### config.mk
export PLATFORM = sky130hd
export DESIGN_NAME = strb_timer
export DESIGN_NICKNAME = d
export VERILOG_FILES = /design/src/rtl/strb_pkg.sv /design/src/rtl/strb_downcnt.sv /design/src/rtl/strb_timer.sv
export SDC_FILE = /design/constraint.sdc
export NUM_CORES = 1
export LEC_CHECK = 0
export BUFFER_PORTS_ARGS = -buffer_cell sky130_fd_sc_hd__buf_4
export CAP_MARGIN = 15
export CORE_MARGIN = 1.5
export CORE_UTILIZATION = 55
export DETAILED_ROUTE_END_ITERATION = 8
export PLACE_DENSITY = 0.88
export SLEW_MARGIN = 15
export SYNTH_ARGS = -nofsm -noshare
export SYNTH_HDL_FRONTEND = slang
export SYNTH_HIERARCHICAL = 1
export SYNTH_SLANG_ARGS = --single-unit
### constraint.sdc
create_clock -name clk -period 4.5 [get_ports clk]
set_clock_uncertainty 0.05 [all_clocks]
set_input_delay 0.45 -clock clk [delete_from_list [all_inputs] [get_ports clk]]
set_output_delay 0.45 -clock clk [all_outputs]
set_load 0.005 [all_outputs]
### src/rtl/strb_pkg.sv
// rtl/strb_pkg.sv - shared constants for the strobe-paced timer tick chain
// Contents: FSM state encoding, default counter width, prescaler count width.
package strb_pkg;

  typedef enum logic [1:0] {
    ST_IDLE = 2'b00,
    ST_RUN  = 2'b01
  } state_e;

  localparam int CNT_W_DEF = 8;

  // Width of the upstream prescaler count; kept here so the whole tick chain agrees.
  localparam int PRESC_Q_W = 4;

endpackage

### src/rtl/strb_downcnt.sv
// rtl/strb_downcnt.sv - loadable, enable-gated down-counter with terminal-count flag
// Ports:
//   clk, rst      clock, synchronous active-high reset
//   clr           force count to zero (highest priority)
//   load          load load_val
//   load_val      value to load
//   dec           decrement by one (saturates at zero)
//   cnt           current count
//   tc            count is 1: the next decrement reaches terminal count
module strb_downcnt #(
  parameter int W = 8
) (
  input  logic         clk,
  input  logic         rst,
  input  logic         clr,
  input  logic         load,
  input  logic [W-1:0] load_val,
  input  logic         dec,
  output logic [W-1:0] cnt,
  output logic         tc
);

  logic [W-1:0] cnt_q;
  logic [W-1:0] cnt_d;

  always_comb begin
    cnt_d = cnt_q;
    if (clr) begin
      cnt_d = '0;
    end else if (load) begin
      cnt_d = load_val;
    end else if (dec && (cnt_q != '0)) begin
      // Never wraps below zero.
      cnt_d = cnt_q - W'(1);
    end
  end

  always_ff @(posedge clk) begin
    if (rst) begin
      cnt_q <= '0;
    end else begin
      cnt_q <= cnt_d;
    end
  end

  assign cnt = cnt_q;
  assign tc  = (cnt_q == W'(1));

endmodule

### src/rtl/strb_timer.sv
// rtl/strb_timer.sv - strobe-paced one-shot/periodic timer with done pulse and sticky irq
// Optional feature macro: STRB_TIMER_OVR_EN (adds sticky ovr output).
// Ports:
//   clk, rst      clock, synchronous active-high reset
//   strb          prescaler tick (single-cycle, never back-to-back)
//   start         start / restart (latches load_val and periodic)
//   stop          abort to IDLE, no done
//   periodic      1 = auto-reload, 0 = one-shot (sampled on start)
//   load_val      tick count (sampled on start)
//   irq_clr       clears irq (and ovr)
//   busy          high while running
//   cnt           remaining ticks
//   done          one-cycle terminal-count pulse
//   irq           sticky terminal-count flag
//   ovr           (STRB_TIMER_OVR_EN) sticky missed-event flag
module strb_timer
  import strb_pkg::*;
#(
  parameter int CNT_W = CNT_W_DEF
) (
  input  logic             clk,
  input  logic             rst,
  input  logic             strb,
  input  logic             start,
  input  logic             stop,
  input  logic             periodic,
  input  logic [CNT_W-1:0] load_val,
  input  logic             irq_clr,
  output logic             busy,
  output logic [CNT_W-1:0] cnt,
  output logic             done,
  output logic             irq
`ifdef STRB_TIMER_OVR_EN
  ,
  output logic             ovr
`endif
);

  state_e           state_q, state_d;
  logic [CNT_W-1:0] reload_q, reload_d;
  logic             per_q, per_d;
  logic             busy_q, busy_d;
  logic             done_q, done_d;
  logic             irq_q, irq_d;

  logic             cnt_clr;
  logic             cnt_load;
  logic [CNT_W-1:0] cnt_load_val;
  logic             cnt_dec;
  logic             cnt_tc;

  strb_downcnt #(
    .W(CNT_W)
  ) u_downcnt (
    .clk      (clk),
    .rst      (rst),
    .clr      (cnt_clr),
    .load     (cnt_load),
    .load_val (cnt_load_val),
    .dec      (cnt_dec),
    .cnt      (cnt),
    .tc       (cnt_tc)
  );

  // Priority: stop > start > strb (rst handled in the register block).
  always_comb begin
    state_d      = state_q;
    reload_d     = reload_q;
    per_d        = per_q;
    done_d       = 1'b0;
    cnt_clr      = 1'b0;
    cnt_load     = 1'b0;
    cnt_load_val = load_val;
    cnt_dec      = 1'b0;

    if (stop) begin
      state_d = ST_IDLE;
      cnt_clr = 1'b1;
    end else if (start) begin
      reload_d = load_val;
      per_d    = periodic;
      cnt_load = 1'b1;
      if (load_val == '0) begin
        // Zero-length period terminates immediately without entering RUN.
        state_d = ST_IDLE;
        done_d  = 1'b1;
      end else begin
        state_d = ST_RUN;
      end
    end else if ((state_q == ST_RUN) && strb) begin
      if (cnt_tc) begin
        done_d = 1'b1;
        if (per_q) begin
          // Reload directly so the period is exactly load_val strobes.
          cnt_load     = 1'b1;
          cnt_load_val = reload_q;
        end else begin
          cnt_clr = 1'b1;
          state_d = ST_IDLE;
        end
      end else begin
        cnt_dec = 1'b1;
      end
    end

    busy_d = (state_d == ST_RUN);

    // Set wins over a coincident clear.
    irq_d = irq_q;
    if (done_d) begin
      irq_d = 1'b1;
    end else if (irq_clr) begin
      irq_d = 1'b0;
    end
  end

`ifdef STRB_TIMER_OVR_EN
  logic ovr_q, ovr_d;

  // A new event while the previous one is still unacknowledged.
  always_comb begin
    ovr_d = ovr_q;
    if (done_d && irq_q && !irq_clr) begin
      ovr_d = 1'b1;
    end else if (irq_clr) begin
      ovr_d = 1'b0;
    end
  end

  always_ff @(posedge clk) begin
    if (rst) begin
      ovr_q <= 1'b0;
    end else begin
      ovr_q <= ovr_d;
    end
  end

  assign ovr = ovr_q;
`endif

  always_ff @(posedge clk) begin
    if (rst) begin
      state_q  <= ST_IDLE;
      reload_q <= '0;
      per_q    <= 1'b0;
      busy_q   <= 1'b0;
      done_q   <= 1'b0;
      irq_q    <= 1'b0;
    end else begin
      state_q  <= state_d;
      reload_q <= reload_d;
      per_q    <= per_d;
      busy_q   <= busy_d;
      done_q   <= done_d;
      irq_q    <= irq_d;
    end
  end

  assign busy = busy_q;
  assign done = done_q;
  assign irq  = irq_q;

endmodule

Word level (Yosys, flattened, before mapping)
Cells that the tools add are included.
{"block": "op_classes", "n_addsub": 1, "n_eq_ne": 3, "mux": 34, "bitwise": 1, "n_reduce_logical": 8}
{"cell": "two-way mux 8 bit", "count": 7}
{"cell": "two-way mux 1 bit", "count": 22}
{"cell": "two-way mux 2 bit", "count": 5}
{"cell": "== test 8 x 1 -> 1 bit (second input constant)", "count": 1}
{"cell": "zero test 8 bit", "count": 1}
{"cell": "nonzero test 8 bit", "count": 1}
{"cell": "subtractor 8 x 1 -> 8 bit (second input constant)", "count": 1}
{"cell": "== test 2 x 1 -> 1 bit (second input constant)", "count": 2}
{"cell": "nonzero test 2 bit", "count": 2}
{"cell": "logical AND 1 bit", "count": 2}
{"cell": "AND reduction 2 bit", "count": 1}
{"cell": "OR reduction 2 bit", "count": 1}
{"cell": "NOT 1 bit", "count": 1}
{"block": "totals", "reg_bits": 22, "inputBits": 15, "output_inout_bits": 11, "wordCells": 54}

Logic depth before layout (Yosys ltp)
Gate-level depths: netlist (run 1).
{"block": "depth", "depth_word": 8, "mapped_depth": 10, "ltp_nobuf": 9}

Cells and area by module
Netlist (run 1), hierarchy kept.
{"module": "strb_timer", "instances": 1, "cells_per_inst": 79, "area_each_um2": 675.6, "seq_area_each_um2": 280.3}
{"module": "strb_downcnt", "instances": 1, "cells_per_inst": 59, "area_each_um2": 494.2, "seq_area_each_um2": 160.2}

Worst setup path after synthesis (run 1)
Ideal clock, no wire load.
{"block": "synth_timing", "path_kind": "reg-to-reg", "start": "register u_downcnt.cnt_q[2] (netlist: u_downcnt/cnt[2])", "end": "register u_downcnt.cnt_q[2] (netlist: u_downcnt/cnt[2])", "setup_ns": 0.130, "t_arrival_ns": 2.365, "required_time_ns": 4.320, "setup_slack_ns": 1.954, "stages_incl_launch_ff": 11, "n_path_buf": 2, "synth_period_minus_slack_ns": 2.546, "cell_sequence": "dfxtp_1 > or4_1 > clkbuf_2 > nor4b_1 > and4b_4 > a21oi_1 > nor2_1 > inv_1 > clkbuf_1 > o21ai_0 > a21oi_1"}
{"block": "synth_between", "elab_cells_between_ends": 24, "classes_between": "add/sub: 1; eq/ne: 1; mux: 18; reduce/logical: 4"}
{"element": "start: declaration", "line_no": "strb_downcnt.sv:23", "rtl": "logic [W-1:0] cnt_q;"}
{"element": "start signal: assignment", "line_no": "strb_downcnt.sv:42", "rtl": "cnt_q <= cnt_d;"}
{"element": "== test 8 x 1 -> 1 bit *", "line_no": "strb_downcnt.sv:47", "rtl": "assign tc = (cnt_q == W'(1));"}
{"element": "via cnt_tc", "line_no": "strb_timer.sv:50", "rtl": "logic cnt_tc;"}
{"element": "two-way mux 1 bit *", "line_no": "strb_timer.sv:91", "rtl": "if (cnt_tc) begin"}
{"element": "two-way mux 1 bit *", "line_no": "strb_timer.sv:90", "rtl": "end else if ((state_q == ST_RUN) && strb) begin"}
{"element": "two-way mux 1 bit *", "line_no": "strb_timer.sv:79", "rtl": "end else if (start) begin"}
{"element": "two-way mux 1 bit *", "line_no": "strb_timer.sv:76", "rtl": "if (stop) begin"}
{"element": "via cnt_load", "line_no": "strb_timer.sv:47", "rtl": "logic cnt_load;"}
{"element": "two-way mux 8 bit / nonzero test 2 bit (equally long branches)"}
The timed path passes the listed nets; every way through them passes the cells marked *. The select of a mux whose other input is x is not followed.
A chain may end at the register's enable or synchronous reset.

Worst setup path after layout (run 1)
{"block": "layout_timing", "start": "register u_downcnt.cnt_q[2] (netlist: u_downcnt/cnt[2])", "end": "register u_downcnt.cnt_q[3] (netlist: u_downcnt/cnt[3])"}
Same word-level chain as after synthesis.

==> results of run 1 <==
layer usage:
layer	up-vias	share of wire	GRT usage
li1	532	-	-
met1	495	0.46	0.301
met2	23	0.50	0.401
met3	4	0.028	0.0123
met4	0	0.013	0.0857
met5	-	0	0
cell families after synthesis:
| group | count (synthesis) | share of synthesized area |
|---|---|---|
| and+or+nand+nor | 57 | 0.266 |
| AOI/OAI and AO/OA | 32 | 0.168 |
| DFF | 22 | 0.376 |
| buffers and inverters | 10 | 0.0342 |
| muxes | 9 | 0.0856 |
| xor gates and xnor gates | 5 | 0.0374 |
| adders and majority gates | 3 | 0.0321 |
cell usage after synthesis:
cell	count
a2111oi_0	1
a2111oi_2	1
a211oi_1	1
a21boi_0	1
a21oi_1	15
and3_1	1
and4_1	1
and4b_4	1
buf_2	1
clkbuf_1	4
clkbuf_2	1
dfxtp_1	22
ha_1	3
inv_1	4
mux2_2	8
mux2i_1	1
nand2_1	24
nand2b_1	1
nand3_1	1
nand3_4	1
nand3b_1	1
nand4_1	1
nor2_1	8
nor2_2	1
nor2b_1	2
nor3_1	4
nor3b_1	3
nor3b_2	1
nor4_1	1
nor4b_1	2
o211ai_1	4
o21a_1	1
o21ai_0	7
o21ba_1	1
or2_2	1
or3b_1	1
or4_1	1
xnor2_1	3
xor2_1	2
worst max path at each step:
stage / startpoint / endpoint / slack, ns / depth (start not counted)
2_1_floorplan: u_downcnt/cnt[2]$_SDFFE_PP0P_ / u_downcnt/cnt[2]$_SDFFE_PP0P_ / 1.95 / 10
5_1_grt: u_downcnt/cnt[2]$_SDFFE_PP0P_ / u_downcnt/cnt[0]$_SDFFE_PP0P_ / 1.36 / 7
6_report: u_downcnt/cnt[2]$_SDFFE_PP0P_ / u_downcnt/cnt[3]$_SDFFE_PP0P_ / 1.63 / 8
4_1_cts: u_downcnt/cnt[2]$_SDFFE_PP0P_ / u_downcnt/cnt[0]$_SDFFE_PP0P_ / 1.65 / 7
3_5_place_dp: u_downcnt/cnt[2]$_SDFFE_PP0P_ / u_downcnt/cnt[0]$_SDFFE_PP0P_ / 1.68 / 7
3_3_place_gp: u_downcnt/cnt[2]$_SDFFE_PP0P_ / u_downcnt/cnt[0]$_SDFFE_PP0P_ / 1.83 / 7
area by class of cell:
class / instances / area share
clock buffers: 3 / 0.0159
clock inverters: 1 / 0.0212
inverters: 4 / 0.0106
multi-input cells: 106 / 0.486
flip-flops and latches: 22 / 0.310
well taps: 27 / 0.0238
repair buffers: 25 / 0.132
report_power, final:
| part | switching (mW) | internal (mW) | total (mW) | leakage (nW) |
|---|---|---|---|---|
| sequential | 0.00607 | 0.202 | 0.208 | 0.179 |
| combinational | 0.0277 | 0.0248 | 0.0525 | 0.352 |
| clock | 0.0615 | 0.0901 | 0.152 | 0.0279 |
tightest hold or removal path: stages:
cell     delay [ns]
buf_4          0.11
nand2_1        0.05
a21oi_1        0.05
sequential cells by signal, indices dropped and copies added (netlist names):
name / cells
busy: 1
done: 1
irq: 1
per_q: 1
reload_q: 8
state_q: 2
u_downcnt/cnt: 8
layout by cell type (no fill, tap or decap), drive strengths merged, types with 2 or more instances in the layout:
master,Yosys,final
nor3b,4,4
a2111oi,2,2
nor2b,2,2
nor2,9,9
xor2,2,2
mux2,8,8
dfxtp,22,22
inv,4,4
buf,1,25
nor4b,2,2
o211ai,4,4
nor3,4,4
o21ai,7,7
nand3,2,2
xnor2,3,3
a21oi,15,15
ha,3,3
clkbuf,5,3
nand2,24,24
==> summary.txt, run 1 <==
Setup path
  – Worst r2r dst: u_downcnt/cnt[3]$_SDFFE_PP0P_
  – RR Startpoint: u_downcnt/cnt[2]$_SDFFE_PP0P_
  – CP Class: flop to flop
  – R2R depth: 8
  – Crit-path max FO: 15
  – Crit path max-delay family: simple AND/OR/NAND/NOR gates
  – Reg2reg setup slack: around 1.6 ns
  – Worst setup SP type: flop
  – Required @ worst endpoint: 4.64 ns
  – CP endpoint kind: flop
  – CP peak stage delay: around 0.67 ns
  – Critical path, cell by cell: or4_1, nor4b_1, and4b_4, a21oi_1, nor2_1, inv_1, o21ai_0, a21oi_1
  – Most common cell on crit path: a21oi_1
  – Max stage delay cell, worst path: or4_1
  – Number of buffers and inverters on the critical path: 1
  – Arr. time, crit path: roughly 3 ns

Power
  – Design Power: roughly 0.41 mW
  – Worst VDD drop: between 200 and 300 uV
  – Leak: between 0.5 and 0.6 nW
  – Pwr/cell area: 290 mW/mm^2

Cells and area
  – N_diodes: 0
  – Fin cells: 188
  – Share of post-route cells with drive strength above 1: 0.267
  – Fin util: 0.716
  – Area grow syn2layout: 21.3%
  – Nets@finish: 180
  – Register area: ~440 um^2
  – Final instance area: around 0.0014 mm^2
  – Multi-input logic area: 689 um^2
  – # fillers: approximately 160

Placement
  – Routability congestion estimate: between 0.7 and 0.8
  – Placed cell area: about 0.0014 mm^2
  – Worst slack at placement: ~1.7 ns
  – Hpwl dp: 1980 um
  – Cells after DPL: roughly 180
  – IO Port Bufs: 25

Logic synthesis
  – Syn nets: roughly 160
  – Distinct cells, synth: 39
  – Synthesized area per cell: 8.48 um^2
  – #FFs+latches synth: 22
  – Yosys top cell by area: dfxtp_1
  – Top cells by area, synth: dfxtp_1 38%, mux2_2 7.7%, nand2_1 7.7%
  – YS warnings: 6
  – Post-Synthesis Cells: between 100 and 150
  – Register area share after synthesis: 0.376
  – Post-synthesis cell area: 0.00117 mm^2
  – Yosys top cell area share: 0.376

GRT
  – GRT Util Overall: 0.231
  – Vias in the first global route: 1027
  – Congestion Overflow GR: 0
  – Largest net degree at the start of global routing: 16
  – First-pass GRT wire length: 4430 um
  – Initial antenna violation count: 0

CTS
  – Inserted Clock Buffers: 3
  – CTS Root Cell: clkbuf_4
  – Skew-Pair Late Insertion Delay: approximately 0.31 ns
  – Post-cts sizing count: 0
  – Setup bufs post-CTS: 0
  – H-tree Lvls: 1
  – CTS Hold Bufs: 0
  – Clk sinks: 22
  – Worst-path clk slew: approximately 0.12 ns
  – CTS tree: built
  – Clk buf depth: 2

STA
  – Setup TNS: 0 ns
  – Setup WS post-layout: 1.63 ns
  – Max-slew violation count: 0
  – Final setup violation count: 0
  – Worst slew margin: 0.596
  – RSZ-0062 raised after global routing: no
  – Worst-Margin Slew: about 0.60 ns
  – F_max: ~350 MHz
  – Final hold vios: 0
  – Period utilization: 0.638
  – Min cycle time layout: ~2.9 ns
  – Worst hold slack: between 0.3 and 0.4 ns

Die
  – Height of the die: between 40 and 50 um
  – Die width: around 49 um
  – Core area: 0.00198 mm^2
  – Initial core utilization: 0.590
  – Die ar.: around 0.0024 mm^2
  – # rows: 16
  – I/O pin total: 26

Drt
  – 1st-iter DRT viols: 20
  – Post-DRT Antenna Nets: 0
  – Detailed-route wire length: between 2000 and 3000 um
  – First-pass detailed-route iteration total: 4
  – Drc violations: 0
  – Routed vias/inst: around 5.6
  – Vias: about 1100
  – Avg WL per Cell: between 10 and 15 um

Worst hold path
  – Worst hold start: periodic
  – Worst min path class: input port to flop
  – Hold path endpoint: per_q$_SDFFE_PP0P_
  – Hold Path Depth: 3

Status
  – Status: finished clean

Job
  – Max cap viols: 0
No activity file was read; power rests on OpenSTA's default activity.
==> run 2: changes to the inputs <==
- ABC_AREA: default -> 1
- CORE_UTILIZATION: 55 -> 54
- PLACE_DENSITY: 0.88 -> 0.85
- clock period: 4.5 -> 3 ns (I/O delays scaled with it)
==> run 2 against run 1 <==
Against the previous run: final cell count increased by 40%; area after synthesis increased by 16%; via count increased by 31%; critical path depth increased by 1; wire length increased by 15%; flip-flop and latch count unchanged.
==> summary.txt, run 2 <==
Status
  – Status: finished clean

CTS
  – Post-cts sizing count: 0 (unchanged)
  – Clk buf depth: 2 (unchanged)
  – CTS Hold Bufs: 0 (unchanged)
  – CTS tree: built
  – Setup bufs post-CTS: 0 (unchanged)
  – Clk sinks: 22 (unchanged)
  – Worst-path clk slew: 0.11 ns (about the same)
  – Inserted Clock Buffers: 3 (unchanged)
  – CTS Root Cell: clkbuf_4
  – H-tree Lvls: 1 (unchanged)
  – Skew-Pair Late Insertion Delay: 0.30 ns (about the same)

Job
  – Max cap viols: 0 (unchanged)

Cells and area
  – N_diodes: 0 (unchanged)
  – Nets@finish: 256 (+42%)
  – Fin util: 0.691 (-0.0247)
  – Area grow syn2layout: 16.9%
  – Share of post-route cells with drive strength above 1: 0.216 (-0.0510)
  – Register area: 440 um^2 (unchanged)
  – Most common cell after layout, fill and taps aside: nand2_1
  – # fillers: 205 (+31%)
  – Highest-count cells in the layout ignoring fill and taps: 47 x nand2_1, 32 x nor2_1, 29 x inv_1
  – Multi-input logic area: 758 um^2 (+10%)

GRT
  – Vias in the first global route: 1184 (+15%)
  – First-pass GRT wire length: 5220 um (+18%)
  – Congestion Overflow GR: 0 (unchanged)
  – Initial antenna violation count: 0 (unchanged)
  – Largest net degree at the start of global routing: 19 (+3)
  – GRT Util Overall: 0.250 (+0.0188)

Die
  – Height of the die: 53.2 um (+8.2%)
  – # rows: 17 (+1)
  – Die width: 53.2 um (+8.2%)
  – Initial core utilization: 0.592 (+0.00123)
  – I/O pin total: 26 (unchanged)
  – Core area: 0.00230 mm^2 (+16%)
  – Die ar.: 0.00283 mm^2 (+17%)

Logic synthesis
  – Yosys top cell area share: 0.324 (-0.0523)
  – Post-Synth Simple-Gate Area: 0.369 (+0.103)
  – #FFs+latches synth: 22 (unchanged)
  – Yosys top cell by area: dfxtp_1
  – Cell with the most instances after synthesis: nand2_1
  – YS warnings: 6 (unchanged)
  – Post-synth top flop: dfxtp_1
  – Post-synth ARST share: 0 (unchanged)
  – Distinct cells, synth: 25 (-36%)
  – Largest family of logic cells by synthesized area: simple AND/OR/NAND/NOR gates
  – Register area share after synthesis: 0.324 (-0.0523)
  – Top cells by area, synth: dfxtp_1 32%, nand2_1 13%, nor2_1 8.8%
  – Post-synth EDFFs: 0 (unchanged)
  – Post-synthesis cell area: 0.00136 mm^2 (+16%)
  – Mux share of post-synthesis cell area: 0 (-0.0856)
  – Post-Synthesis Cells: 210 (+52%)
  – Post-synthesis adder-cell area fraction: 0.0276 (-0.00446)
  – Synthesized area per cell: 6.47 um^2 (-24%)
  – Top cells by count, synth: 47 x nand2_1, 32 x nor2_1, 29 x inv_1
  – Compound-Gate Fraction of Synth Area: 0.155 (-0.0132)
  – Syn nets: 228 (+46%)
  – Synth Area in XOR/XNOR: 0.00645 (-0.0310)

Drt
  – Detailed-route wire length: 3020 um (+15%)
  – Routed vias/inst: 5.23 (-6.8%)
  – Post-DRT Antenna Nets: 0 (unchanged)
  – 1st-iter DRT viols: 55 (+180%)
  – First-pass detailed-route iteration total: 4 (unchanged)
  – Vias: 1380 (+31%)
  – Avg WL per Cell: 11.4 um (-18%)
  – Drc violations: 0 (unchanged)

Power
  – Pwr/cell area: 358 mW/mm^2 (+23%)
  – Worst VDD drop: 378 uV (+46%)
  – Design Power: 0.569 mW (+38%)
  – Leak: 0.780 nW (+40%)

STA
  – Setup WS post-layout: 0.743 ns (-0.887 ns)
  – Period utilization: 0.752 (+0.114)
  – Worst slew margin: 0.409 (-0.187)
  – Worst-Margin Slew: 0.878 ns (+0.281 ns)
  – F_max: 443 MHz (+27%)
  – Max-slew violation count: 0 (unchanged)
  – RSZ-0062 raised after global routing: no
  – Final setup violation count: 0 (unchanged)
  – Min cycle time layout: 2.26 ns (-0.613 ns)
  – Setup TNS: 0 ns (unchanged)
  – Final hold vios: 0 (unchanged)
  – Worst hold slack: 0.129 ns (-0.200 ns)

Placement
  – Hpwl dp: 2300 um (+16%)
  – IO Port Bufs: 25 (unchanged)
  – Routability congestion estimate: 0.959 (+31%)
  – Worst slack at placement: 0.860 ns (-0.825 ns)

Setup path
  – Worst setup SP type: flop
  – CP Class: flop to flop
  – Arr. time, crit path: 2.41 ns (-0.60 ns)
  – CP endpoint kind: flop
  – Crit-path max FO: 6 (-9)
  – Required @ worst endpoint: 3.16 ns (-1.48 ns)

Worst hold path
  – Worst min path class: input port to flop
[run 2: cell types whose count changed in the layout (fill, tap and decap cells not counted), sizes merged, moves of 3 or more]
cell	before	now
inv	4	34
nand2	24	51
nor2	9	35
o21ai	7	24
nand3	2	18
mux2	8	0
nor3b	4	0
o211ai	4	0
a21oi	15	12
[run 2: metrics by stage]
step	area (um^2)	instances
2_1_floorplan	1360	210
3_3_place_gp	1570	261
3_5_place_dp	1570	261
4_1_cts	1590	264
5_1_grt	1590	264
6_report	1590	264
[run 2: path summary, 6_finish.rpt]
path | start | end | slack, ns | cells past startpoint
worst max-delay path | u_downcnt/cnt[5]$_SDFFE_PP0P_ | u_downcnt/cnt[1]$_SDFFE_PP0P_ | 0.74 | 9
worst max register to register | u_downcnt/cnt[5]$_SDFFE_PP0P_ | u_downcnt/cnt[1]$_SDFFE_PP0P_ | 0.74 | 9
worst min register to register | irq$_SDFFE_PP0P_ | irq$_SDFFE_PP0P_ | 0.43 | 2
worst min-delay path | rst | state_q[1]$_SDFF_PP0_ | 0.13 | 2
[run 2: critical path, stage by stage (launching register included)]
cell      delay (ns)
dfxtp_1         0.48
nor2_1          0.09
nand2_1         0.14
nor2_1          0.13
nor4_1          0.79
nand2_4         0.14
nand2_4         0.15
clkinv_4        0.07
nor2_1          0.08
nor2_1          0.05
[run 2: per-layer routing]
metal / track usage / up-vias / part of all wire
met5: 0 / - / 0
met4: 0.0556 / 0 / 0.0046
met3: 0.0508 / 2 / 0.075
met2: 0.402 / 61 / 0.47
met1: 0.341 / 603 / 0.45
li1: - / 714 / -
[run 2: cells by family (layout without fill, tap and decap cells)]
| kind of cell | Yosys count | in the layout |
|---|---|---|
| xor gates and xnor gates | 1 | 1 |
| adders and majority gates | 3 | 3 |
| DFF | 22 | 22 |
| and+or+nand+nor | 110 | 110 |
| AOI/OAI and AO/OA | 36 | 36 |
| buffers and inverters | 38 | 64 |
[run 2: area by class of cell]
cell class / instances / area share
multi-input cells: 150 / 0.478
flip-flops and latches: 22 / 0.277
inverters: 35 / 0.0859
well taps: 28 / 0.0221
clock buffers: 3 / 0.0142
repair buffers: 26 / 0.123
[run 2: power breakdown]
part           internal (mW)  switching, mW  leakage, nW  total [mW]
clock network         0.0468         0.0828       0.0138       0.130
registers              0.305        0.00917        0.180       0.314
logic                 0.0504         0.0748        0.587       0.125
total                  0.402          0.167        0.780       0.569
==> run 3: changes to the inputs <==
- CORE_UTILIZATION: 54 -> 49
- PLACE_DENSITY: 0.85 -> 0.82
- clock period: 3 -> 1.86 ns (I/O delays scaled with it)
==> run 3 against run 2 <==
Against the previous run: critical path depth is 3 higher; maximum frequency rose by 26%; utilization increased by 1.4 points; first-iteration DRC count is 16% higher; die area grew 9.6%; register-to-register slack lost 0.68 ns; sequential share of layout area down 3.1 points; via count rose by 5.8%; clock power up 110%; sequential power increased by 60%; final cell count is 6.8% higher; critical endpoint unchanged.
==> summary.txt, run 3 (synthesized netlist as in run 2, its figures left out) <==
Drt
  – Routed vias/inst: 5.18 (-0.96%)
  – Detailed-route wire length: 3360 um (+11%)
  – Avg WL per Cell: 11.9 um (+4.1%)
  – Drc violations: 0 (unchanged)
  – 1st-iter DRT viols: 64 (+16%)
  – Post-DRT Antenna Nets: 0 (unchanged)
  – First-pass detailed-route iteration total: 4 (unchanged)
  – Vias: 1460 (+5.8%)

Setup path
  – CP endpoint kind: flop
  – Arr. time, crit path: 1.96 ns (-0.45 ns)
  – Crit-path max FO: 7 (+1)
  – Required @ worst endpoint: 2.02 ns (-1.14 ns)
  – Worst setup SP type: flop
  – CP Class: flop to flop

Placement
  – Hpwl dp: 2470 um (+7.5%)
  – Routability congestion estimate: 0.872 (-9.1%)
  – IO Port Bufs: 25 (unchanged)
  – Placed cell area: 0.00167 mm^2 (+6.5%)
  – Cells after DPL: 275 (+5.4%)

Die
  – # rows: 18 (+1)
  – Core area: 0.00254 mm^2 (+11%)
  – Height of the die: 55.7 um (+4.7%)
  – Die width: 55.7 um (+4.7%)
  – Die ar.: 0.00310 mm^2 (+9.6%)
  – I/O pin total: 26 (unchanged)
  – Initial core utilization: 0.534 (-0.0576)

Power
  – Leak: 0.883 nW (+13%)
  – Cell Int Power: 0.707 mW (+76%)
  – Worst VDD drop: 537 uV (+42%)
  – Sequential share of power: 0.502 (-0.050)
  – Sw Ratio: 0.292 (-0.00119)
  – Pwr/cell area: 557 mW/mm^2 (+55%)
  – Switching Power: 0.292 mW (+75%)
  – Clock group share of total power: 0.267 (+0.039)
  – Combinational power share: 0.231 (+0.011)

GRT
  – Congestion Overflow GR: 0 (unchanged)
  – Largest net degree at the start of global routing: 18 (-1)
  – Initial antenna violation count: 0 (unchanged)
  – GRT Util Overall: 0.214 (-0.0356)
  – First-pass GRT wire length: 5310 um (+1.7%)
  – Vias in the first global route: 1196 (+1.0%)

STA
  – Final setup violation count: 0 (unchanged)
  – Worst-Margin Slew: 0.249 ns (-0.630 ns)
  – Period utilization: 0.966 (+0.213)
  – Final hold vios: 0 (unchanged)
  – Min cycle time layout: 1.80 ns (-0.461 ns)
  – F_max: 557 MHz (+26%)
  – Max-slew violation count: 0 (unchanged)
  – RSZ-0062 raised after global routing: no
  – Worst slew margin: 0.834 (+0.425)

Worst hold path
  – Worst min path class: input port to flop

CTS
  – CTS tree: built
  – Clk sinks: 22 (unchanged)
  – Inserted Clock Buffers: 3 (unchanged)
  – Clk buf depth: 2 (unchanged)
  – H-tree Lvls: 1 (unchanged)
  – CTS Root Cell: clkbuf_4
  – Worst-path clk slew: 0.12 ns (about the same)
  – Skew-Pair Late Insertion Delay: 0.30 ns (about the same)

Job
  – Max cap viols: 0 (unchanged)

Cells and area
  – Highest-count cells in the layout ignoring fill and taps: 45 x nand2_1, 37 x buf_4, 29 x nor2_1
  – Fin cells: 282 (+6.8%)
  – Final instance area: 0.00179 mm^2 (+13%)
  – # fillers: 221 (+7.8%)
  – Register area: 442 um^2 (+0.28%)
  – N_diodes: 0 (unchanged)
  – Area grow syn2layout: 32.0%
  – Most common cell after layout, fill and taps aside: nand2_1
  – Fin util: 0.705 (+0.0138)
  – Nets@finish: 271 (+5.9%)
  – Share of post-route cells with drive strength above 1: 0.302 (+0.0855)
  – Multi-input logic area: 798 um^2 (+5.3%)

Status
  – Status: finished clean
==> run 3: path summary, 6_finish.rpt <==
path                                                    start                             to  slack (ns)  cells after the start
worst max-delay path            u_downcnt/cnt[4]$_SDFFE_PP0P_  u_downcnt/cnt[1]$_SDFFE_PP0P_        0.06                     12
worst min register to register               irq$_SDFFE_PP0P_               irq$_SDFFE_PP0P_        0.43                      2
worst min-delay path                                  irq_clr               irq$_SDFFE_PP0P_        0.07                      3
worst max register to register  u_downcnt/cnt[4]$_SDFFE_PP0P_  u_downcnt/cnt[1]$_SDFFE_PP0P_        0.06                     12
==> run 3: power groups by stage <==
stage / combinational, mW / clock (mW) / sequential, mW
after floorplan: 0.134 / 0 / 0.514
after CTS: 0.221 / 0.278 / 0.501
after detailed placement: 0.218 / 0 / 0.511
final: 0.230 / 0.267 / 0.502
after global routing: 0.256 / 0.293 / 0.504
after global placement: 0.212 / 0 / 0.510
==> run 3: cell type report <==
type | count | area share
Clock buffer | 4 | 0.0202
Sequential cell | 22 | 0.246
Multi-Input combinational cell | 150 | 0.445
Timing Repair Buffer | 41 | 0.192
Tap cell | 30 | 0.0209
Inverter | 35 | 0.0760
==> run 3: stage by stage <==
step,power [mW],setup WS (ns),setup TNS (ns),hold slack [ns]
floorplan,0.647,0.0622,0,0.213
global placement,0.723,0.0530,0,0.336
detailed placement,0.729,-0.0131,-0.0168,0.336
CTS,0.999,0.0344,0,0.0645
global route,1.05,0.000164,0,0.0578
finish,0.999,0.0639,0,0.0683
==> run 3: timing repair <==
action	CTS	global route
endpoints found under the hold margin	1	0
endpoints found under the setup margin	5	8
resized for setup	1	11
setup buffers	1	0
cloned	0	1
pin swaps	0	6
hold buffers	1	0
==> run 3: layer usage <==
metal / GRT usage / routed length [um] / vias to the layer above
met1: 0.289 / 1450 / 655
li1: - / - / 742
met5: 0 / 0 / -
met2: 0.338 / 1670 / 59
met4: 0.0906 / 42 / 0
met3: 0.0326 / 200 / 4
==> run 3: critical path, cell delays in order, from the launching register on <==
cell and delay [ns]:
dfxtp_1 0.34, nor2_2 0.14, nand2_2 0.11, nor2_4 0.17, buf_6 0.13, nand4_4 0.15, buf_12 0.18, nand2_1 0.08
o21ai_2 0.05, nand2_1 0.07, o21ai_0 0.07, nor2_1 0.11, nor2_1 0.05
